==> config.mk <==
export PLATFORM = sky130hd
export DESIGN_NAME = sync_fifo_flags
export DESIGN_NICKNAME = d
export VERILOG_FILES = /design/src/rtl/fifo_pkg.sv /design/src/rtl/fifo_mem.sv /design/src/rtl/sync_fifo_flags.sv
export SDC_FILE = /design/constraint.sdc
export NUM_CORES = 1
export LEC_CHECK = 0
export BUFFER_PORTS_ARGS = -buffer_cell sky130_fd_sc_hd__buf_2
export CORE_ASPECT_RATIO = 0.9
export CORE_MARGIN = 8
export CORE_UTILIZATION = 50
export CTS_BUF_LIST = sky130_fd_sc_hd__clkbuf_4 sky130_fd_sc_hd__clkbuf_8
export DETAILED_ROUTE_END_ITERATION = 10
export PLACE_DENSITY = 0.67
export SETUP_SLACK_MARGIN = 0.02
export SLEW_MARGIN = 20
export SYNTH_ARGS = -nofsm -noshare
export SYNTH_HDL_FRONTEND = slang
export SYNTH_HIERARCHICAL = 1
export SYNTH_SLANG_ARGS = --single-unit
==> constraint.sdc <==
create_clock -name clk_i -period 3.3 [get_ports clk_i]
set_input_delay 0.66 -clock clk_i [delete_from_list [all_inputs] [get_ports clk_i]]
set_output_delay 0.66 -clock clk_i [all_outputs]
set_load 0.03 [all_outputs]
==> src/rtl/fifo_pkg.sv <==
// rtl/fifo_pkg.sv - shared read-mode constants and sizing helper for the flag FIFO
package fifo_pkg;

    localparam int FIFO_MODE_STD  = 0;
    localparam int FIFO_MODE_FWFT = 1;

    // Fill level needs one more bit than the address so it can hold DEPTH itself.
    function automatic int fifo_cnt_width(input int depth);
        return $clog2(depth) + 1;
    endfunction

endpackage

==> src/rtl/fifo_mem.sv <==
// rtl/fifo_mem.sv - simple dual-port register array, synchronous write, asynchronous read
module fifo_mem #(
    parameter int WIDTH = 8,
    parameter int DEPTH = 16,
    localparam int ADDR_WIDTH = $clog2(DEPTH)
) (
    input  logic                  clk_i,
    input  logic                  we_i,
    input  logic [ADDR_WIDTH-1:0] waddr_i,
    input  logic [WIDTH-1:0]      wdata_i,
    input  logic [ADDR_WIDTH-1:0] raddr_i,
    output logic [WIDTH-1:0]      rdata_o
);

    logic [WIDTH-1:0] mem [DEPTH];

    always_ff @(posedge clk_i) begin
        if (we_i) begin
            mem[waddr_i] <= wdata_i;
        end
    end

    assign rdata_o = mem[raddr_i];

endmodule

==> src/rtl/sync_fifo_flags.sv <==
// rtl/sync_fifo_flags.sv - single-clock FIFO with fill level, threshold flags, flush and error status
module sync_fifo_flags
    import fifo_pkg::*;
#(
    parameter int WIDTH         = 8,
    parameter int DEPTH         = 16,
    localparam int PTR_WIDTH    = $clog2(DEPTH),
    parameter int AFULL_THRESH  = DEPTH - 2,
    parameter int AEMPTY_THRESH = 2,
    parameter int FWFT          = FIFO_MODE_STD
) (
    input  logic                 clk_i,
    input  logic                 rst_i,
    input  logic                 flush_i,
    input  logic                 wr_en_i,
    input  logic [WIDTH-1:0]     wdata_i,
    input  logic                 rd_en_i,
    output logic [WIDTH-1:0]     rdata_o,
    output logic                 full_o,
    output logic                 empty_o,
    output logic                 almost_full_o,
    output logic                 almost_empty_o,
    output logic [PTR_WIDTH:0]   count_o,
    output logic                 wr_error_o,
    output logic                 rd_error_o,
    output logic                 ovf_sticky_o,
    output logic                 unf_sticky_o,
    input  logic                 clr_err_i
);

    localparam int CNT_W = fifo_cnt_width(DEPTH);

    logic [PTR_WIDTH:0] wr_ptr;
    logic [PTR_WIDTH:0] rd_ptr;
    logic [CNT_W-1:0]   count_nxt;
    logic               wr_acc;
    logic               rd_acc;
    logic               wr_err_nxt;
    logic               rd_err_nxt;
    logic               mem_we;
    logic [WIDTH-1:0]   mem_rdata;

    // Acceptance uses the registered flags, so a full FIFO never passes a write through a same-cycle read.
    always_comb begin
        wr_acc     = wr_en_i & ~full_o;
        rd_acc     = rd_en_i & ~empty_o;
        wr_err_nxt = wr_en_i & full_o & ~flush_i;
        rd_err_nxt = rd_en_i & empty_o & ~flush_i;
        mem_we     = wr_acc & ~flush_i & ~rst_i;
        count_nxt  = count_o;
        case ({wr_acc, rd_acc})
            2'b10:   count_nxt = count_o + CNT_W'(1);
            2'b01:   count_nxt = count_o - CNT_W'(1);
            default: count_nxt = count_o;
        endcase
    end

    always_ff @(posedge clk_i) begin
        if (rst_i || flush_i) begin
            wr_ptr         <= '0;
            rd_ptr         <= '0;
            count_o        <= '0;
            full_o         <= 1'b0;
            empty_o        <= 1'b1;
            almost_full_o  <= 1'b0;
            almost_empty_o <= 1'b1;
            wr_error_o     <= 1'b0;
            rd_error_o     <= 1'b0;
        end else begin
            wr_ptr         <= wr_ptr + {{PTR_WIDTH{1'b0}}, wr_acc};
            rd_ptr         <= rd_ptr + {{PTR_WIDTH{1'b0}}, rd_acc};
            count_o        <= count_nxt;
            full_o         <= (int'(count_nxt) == DEPTH);
            empty_o        <= (count_nxt == '0);
            almost_full_o  <= (int'(count_nxt) >= AFULL_THRESH);
            almost_empty_o <= (int'(count_nxt) <= AEMPTY_THRESH);
            wr_error_o     <= wr_err_nxt;
            rd_error_o     <= rd_err_nxt;
        end
    end

    // Sticky bits survive flush; a new error outranks a same-cycle clear.
    always_ff @(posedge clk_i) begin
        if (rst_i) begin
            ovf_sticky_o <= 1'b0;
            unf_sticky_o <= 1'b0;
        end else begin
            if (wr_err_nxt) begin
                ovf_sticky_o <= 1'b1;
            end else if (clr_err_i) begin
                ovf_sticky_o <= 1'b0;
            end
            if (rd_err_nxt) begin
                unf_sticky_o <= 1'b1;
            end else if (clr_err_i) begin
                unf_sticky_o <= 1'b0;
            end
        end
    end

    fifo_mem #(
        .WIDTH (WIDTH),
        .DEPTH (DEPTH)
    ) u_mem (
        .clk_i   (clk_i),
        .we_i    (mem_we),
        .waddr_i (wr_ptr[PTR_WIDTH-1:0]),
        .wdata_i (wdata_i),
        .raddr_i (rd_ptr[PTR_WIDTH-1:0]),
        .rdata_o (mem_rdata)
    );

    generate
        if (FWFT == FIFO_MODE_FWFT) begin : g_fwft
            assign rdata_o = mem_rdata;
        end else begin : g_std
            always_ff @(posedge clk_i) begin
                if (rst_i) begin
                    rdata_o <= '0;
                end else if (rd_acc && !flush_i) begin
                    rdata_o <= mem_rdata;
                end
            end
        end
    endgenerate

endmodule

==> impl_metrics.json <==
{
  "postRouteAntennaNets": 0,
  "path_clk_slew_ps": 90,
  "holdBufCountCts": 0,
  "synth-edff-count": 128,
  "nFillCells": 945,
  "slew_headroom": 0.361,
  "grt_pass1_vias": 3304,
  "clk_latency_ps": 430,
  "final_cell_mix": "128 x edfxtp_1, 34 x nor2_1, 34 x buf_2",
  "synth_xor_area_frac": 0.0160,
  "synth_top_area_frac": 0.607,
  "wl_per_cell_um": 21.2,
  "layout_commonest_cell": "edfxtp_1",
  "root_buffer": "clkbuf_8",
  "dp_cells": 554,
  "grt_max_degree": 35,
  "num_vias": 3340,
  "ir_drop_v": 0.000324,
  "cap_violations": 0,
  "period_needed_ps": 2660,
  "hp-class": "register to register",
  "area_growth_pct": 12.7,
  "finalClockSkew_ps": 10.8,
  "h-tree-depth": 4,
  "crit_slowest_cell": "dfxtp_1",
  "portBuffers": 34,
  "gp_congestion": 0.814,
  "stdcell_count": 586,
  "async_flop_share": 0,
  "first_pass_iters": 4,
  "rsz0062_at_grt": "no",
  "ys_ff_latch": 157,
  "die_w_um": 135,
  "ys_top_cells_by_area": "edfxtp_1 61%, dfxtp_1 9.2%, mux4_2 6.4%",
  "end_kind": "register",
  "yosys.area_share.adder": 0.00988,
  "timing.final.ws_setup_ps": 645,
  "grt-ovfl-total": 0,
  "row_count": 39,
  "yosysSeqAreaShare": 0.699,
  "synth_top_family_by_area": "multiplexers",
  "antenna_found_initial": 0,
  "viasPerCell": 5.70,
  "final.setup.tns_ps": 0,
  "clkSinkCount": 157,
  "power.density_mw_per_mm2": 530,
  "nets": 428,
  "cp.required_ps": 3660,
  "synthesis.nets": 377,
  "dp_hpwl_um": 8080,
  "fin_crit_sh": 0.805,
  "crit_arrival_ps": 3010,
  "worst_slew_pin_slew_ps": 957,
  "place_ws_ps": 309,
  "n_antenna_cell": 0,
  "synth_flop_cell": "edfxtp_1",
  "total_power_mw": 3.78,
  "cts_tree": "done",
  "grt_pass1_wl_um": 19300,
  "grt_use_total": 0.161,
  "final_area_mm2": 0.00713,
  "cts_resized": 0,
  "max_stage_delay_ps": 380,
  "setup_viol": 0,
  "drt_iter0_drc": 249,
  "cts_buffer_depth": 2,
  "yosysTopAreaCell": "edfxtp_1",
  "drcViolationCount": 0,
  "finalHoldViolations": 0,
  "synth_compound_area_frac": 0.0409,
  "status": "finished clean",
  "cp_cell_sequence": "nand2b_1 > and2_1 > xor2_1 > ha_1 > a21oi_1 > mux2i_1 > nor4_1 > xor2_1 > nor4b_2",
  "core_mm2": 0.0125,
  "io_pins": 35,
  "worstPathMaxFanout": 7,
  "critPathLaunchType": "register",
  "placed_cell_area_mm2": 0.00670,
  "syn_inst": 358,
  "crit_type": "register to register",
  "fp.dieH_um": 123,
  "cp_common_cell": "xor2_1",
  "dieArea_mm2": 0.0165,
  "synth.avg_cell_area_um2": 17.7,
  "layout-drive-gt1-share": 0.265,
  "drv_slew": 0,
  "ys_types": 45,
  "synthesis.area_mm2": 0.00633,
  "p_leak_nw": 2.43,
  "cts_setup_buffers": 0,
  "initial_core_util": 0.505,
  "muxShareOfSynthArea": 0.136,
  "ys_warn_count": 6,
  "clock.fmax_mhz": 377,
  "synth-simple-area-share": 0.0743,
  "numCtsBuffers": 17,
  "wirelength_um": 12400
}
-- critical path: cells and delay by family (launching register included) --
kind	cells	cell delay, ps
AND/OR/NAND/NOR	4	1170
multiplexers	1	120
adder cells (fa/ha/maj)	1	200
flip-flops	1	380
AO/OA/AOI/OAI	1	260
XOR/XNOR	2	440
-- final timing paths --
kind | start | endpoint | slack (ps) | cells after the start
worst max-delay path | full_o | full_o | 640 | 9
worst min-delay path | ovf_sticky_o | ovf_sticky_o | 450 | 1
worst max register to register | full_o | full_o | 640 | 9
worst min register to register | ovf_sticky_o | ovf_sticky_o | 450 | 1
-- cell type report --
cell class	instances	area (um^2)	area share
sequential	157	4430	0.621
multi-input combinational	179	1760	0.246
timing repair buffer	53	313	0.0439
clock buffer	18	248	0.0347
tap	164	205	0.0288
clock inverter	14	180	0.0253
inverter	1	3.75	0.000526
-- synthesized netlist by cell type, drive strengths merged, types with 3 or more instances --
cell and n:
edfxtp 128, nor2b 3, a22oi 17, xor2 6, mux2i 9, a21oi 5, a21o 3, ha 5
nor4b 5, nor3 6, xnor2 3, buf 13, clkdlybuf4s25 3, nand3 5, nand2b 6, and2 7
o21ai 3, dfxtp 29, nor2 34, nand2 10, clkbuf 5, mux4 32
-- layer usage --
metal,share of wire,global-route usage,up-vias
met3,0.068,0.0356,16
met4,0.018,0.0582,0
met1,0.43,0.222,1697
met2,0.48,0.249,106
li1,-,-,1521
met5,0,0,-
-- kinds of logic after synthesis --
kind of cell / Yosys count
flops: 157
simple gates: 88
mux: 41
compound gates: 35
buf+inv: 22
xor+xnor: 10
fa+ha+maj: 5
-- through the flow --
step / hold WS (ps) / utilization
final: 454 / 0.569
after detailed placement: 439 / 0.535
after global placement: 431 / 0.535
after CTS: 459 / 0.569
after floorplan: 518 / -
after global routing: 480 / 0.569
-- state kept, by name (all words and copies together) (netlist names) --
| signal | flops |
|---|---|
| wr_error_o | 1 |
| almost_empty_o | 1 |
| rd_error_o | 1 |
| empty_o | 1 |
| wr_ptr | 4 |
| count_o | 5 |
| ovf_sticky_o | 1 |
| rd_ptr | 4 |
| almost_full_o | 1 |
| u_mem/mem | 128 |
| full_o | 1 |
| unf_sticky_o | 1 |
| rdata_o | 8 |
-- power breakdown --
group | switching, mW | internal (mW) | total (mW)
combinational | 0.0795 | 0.0416 | 0.121
clock | 0.717 | 0.785 | 1.50
sequential | 0.0120 | 2.15 | 2.16
Power figures use the tool's default switching activity.
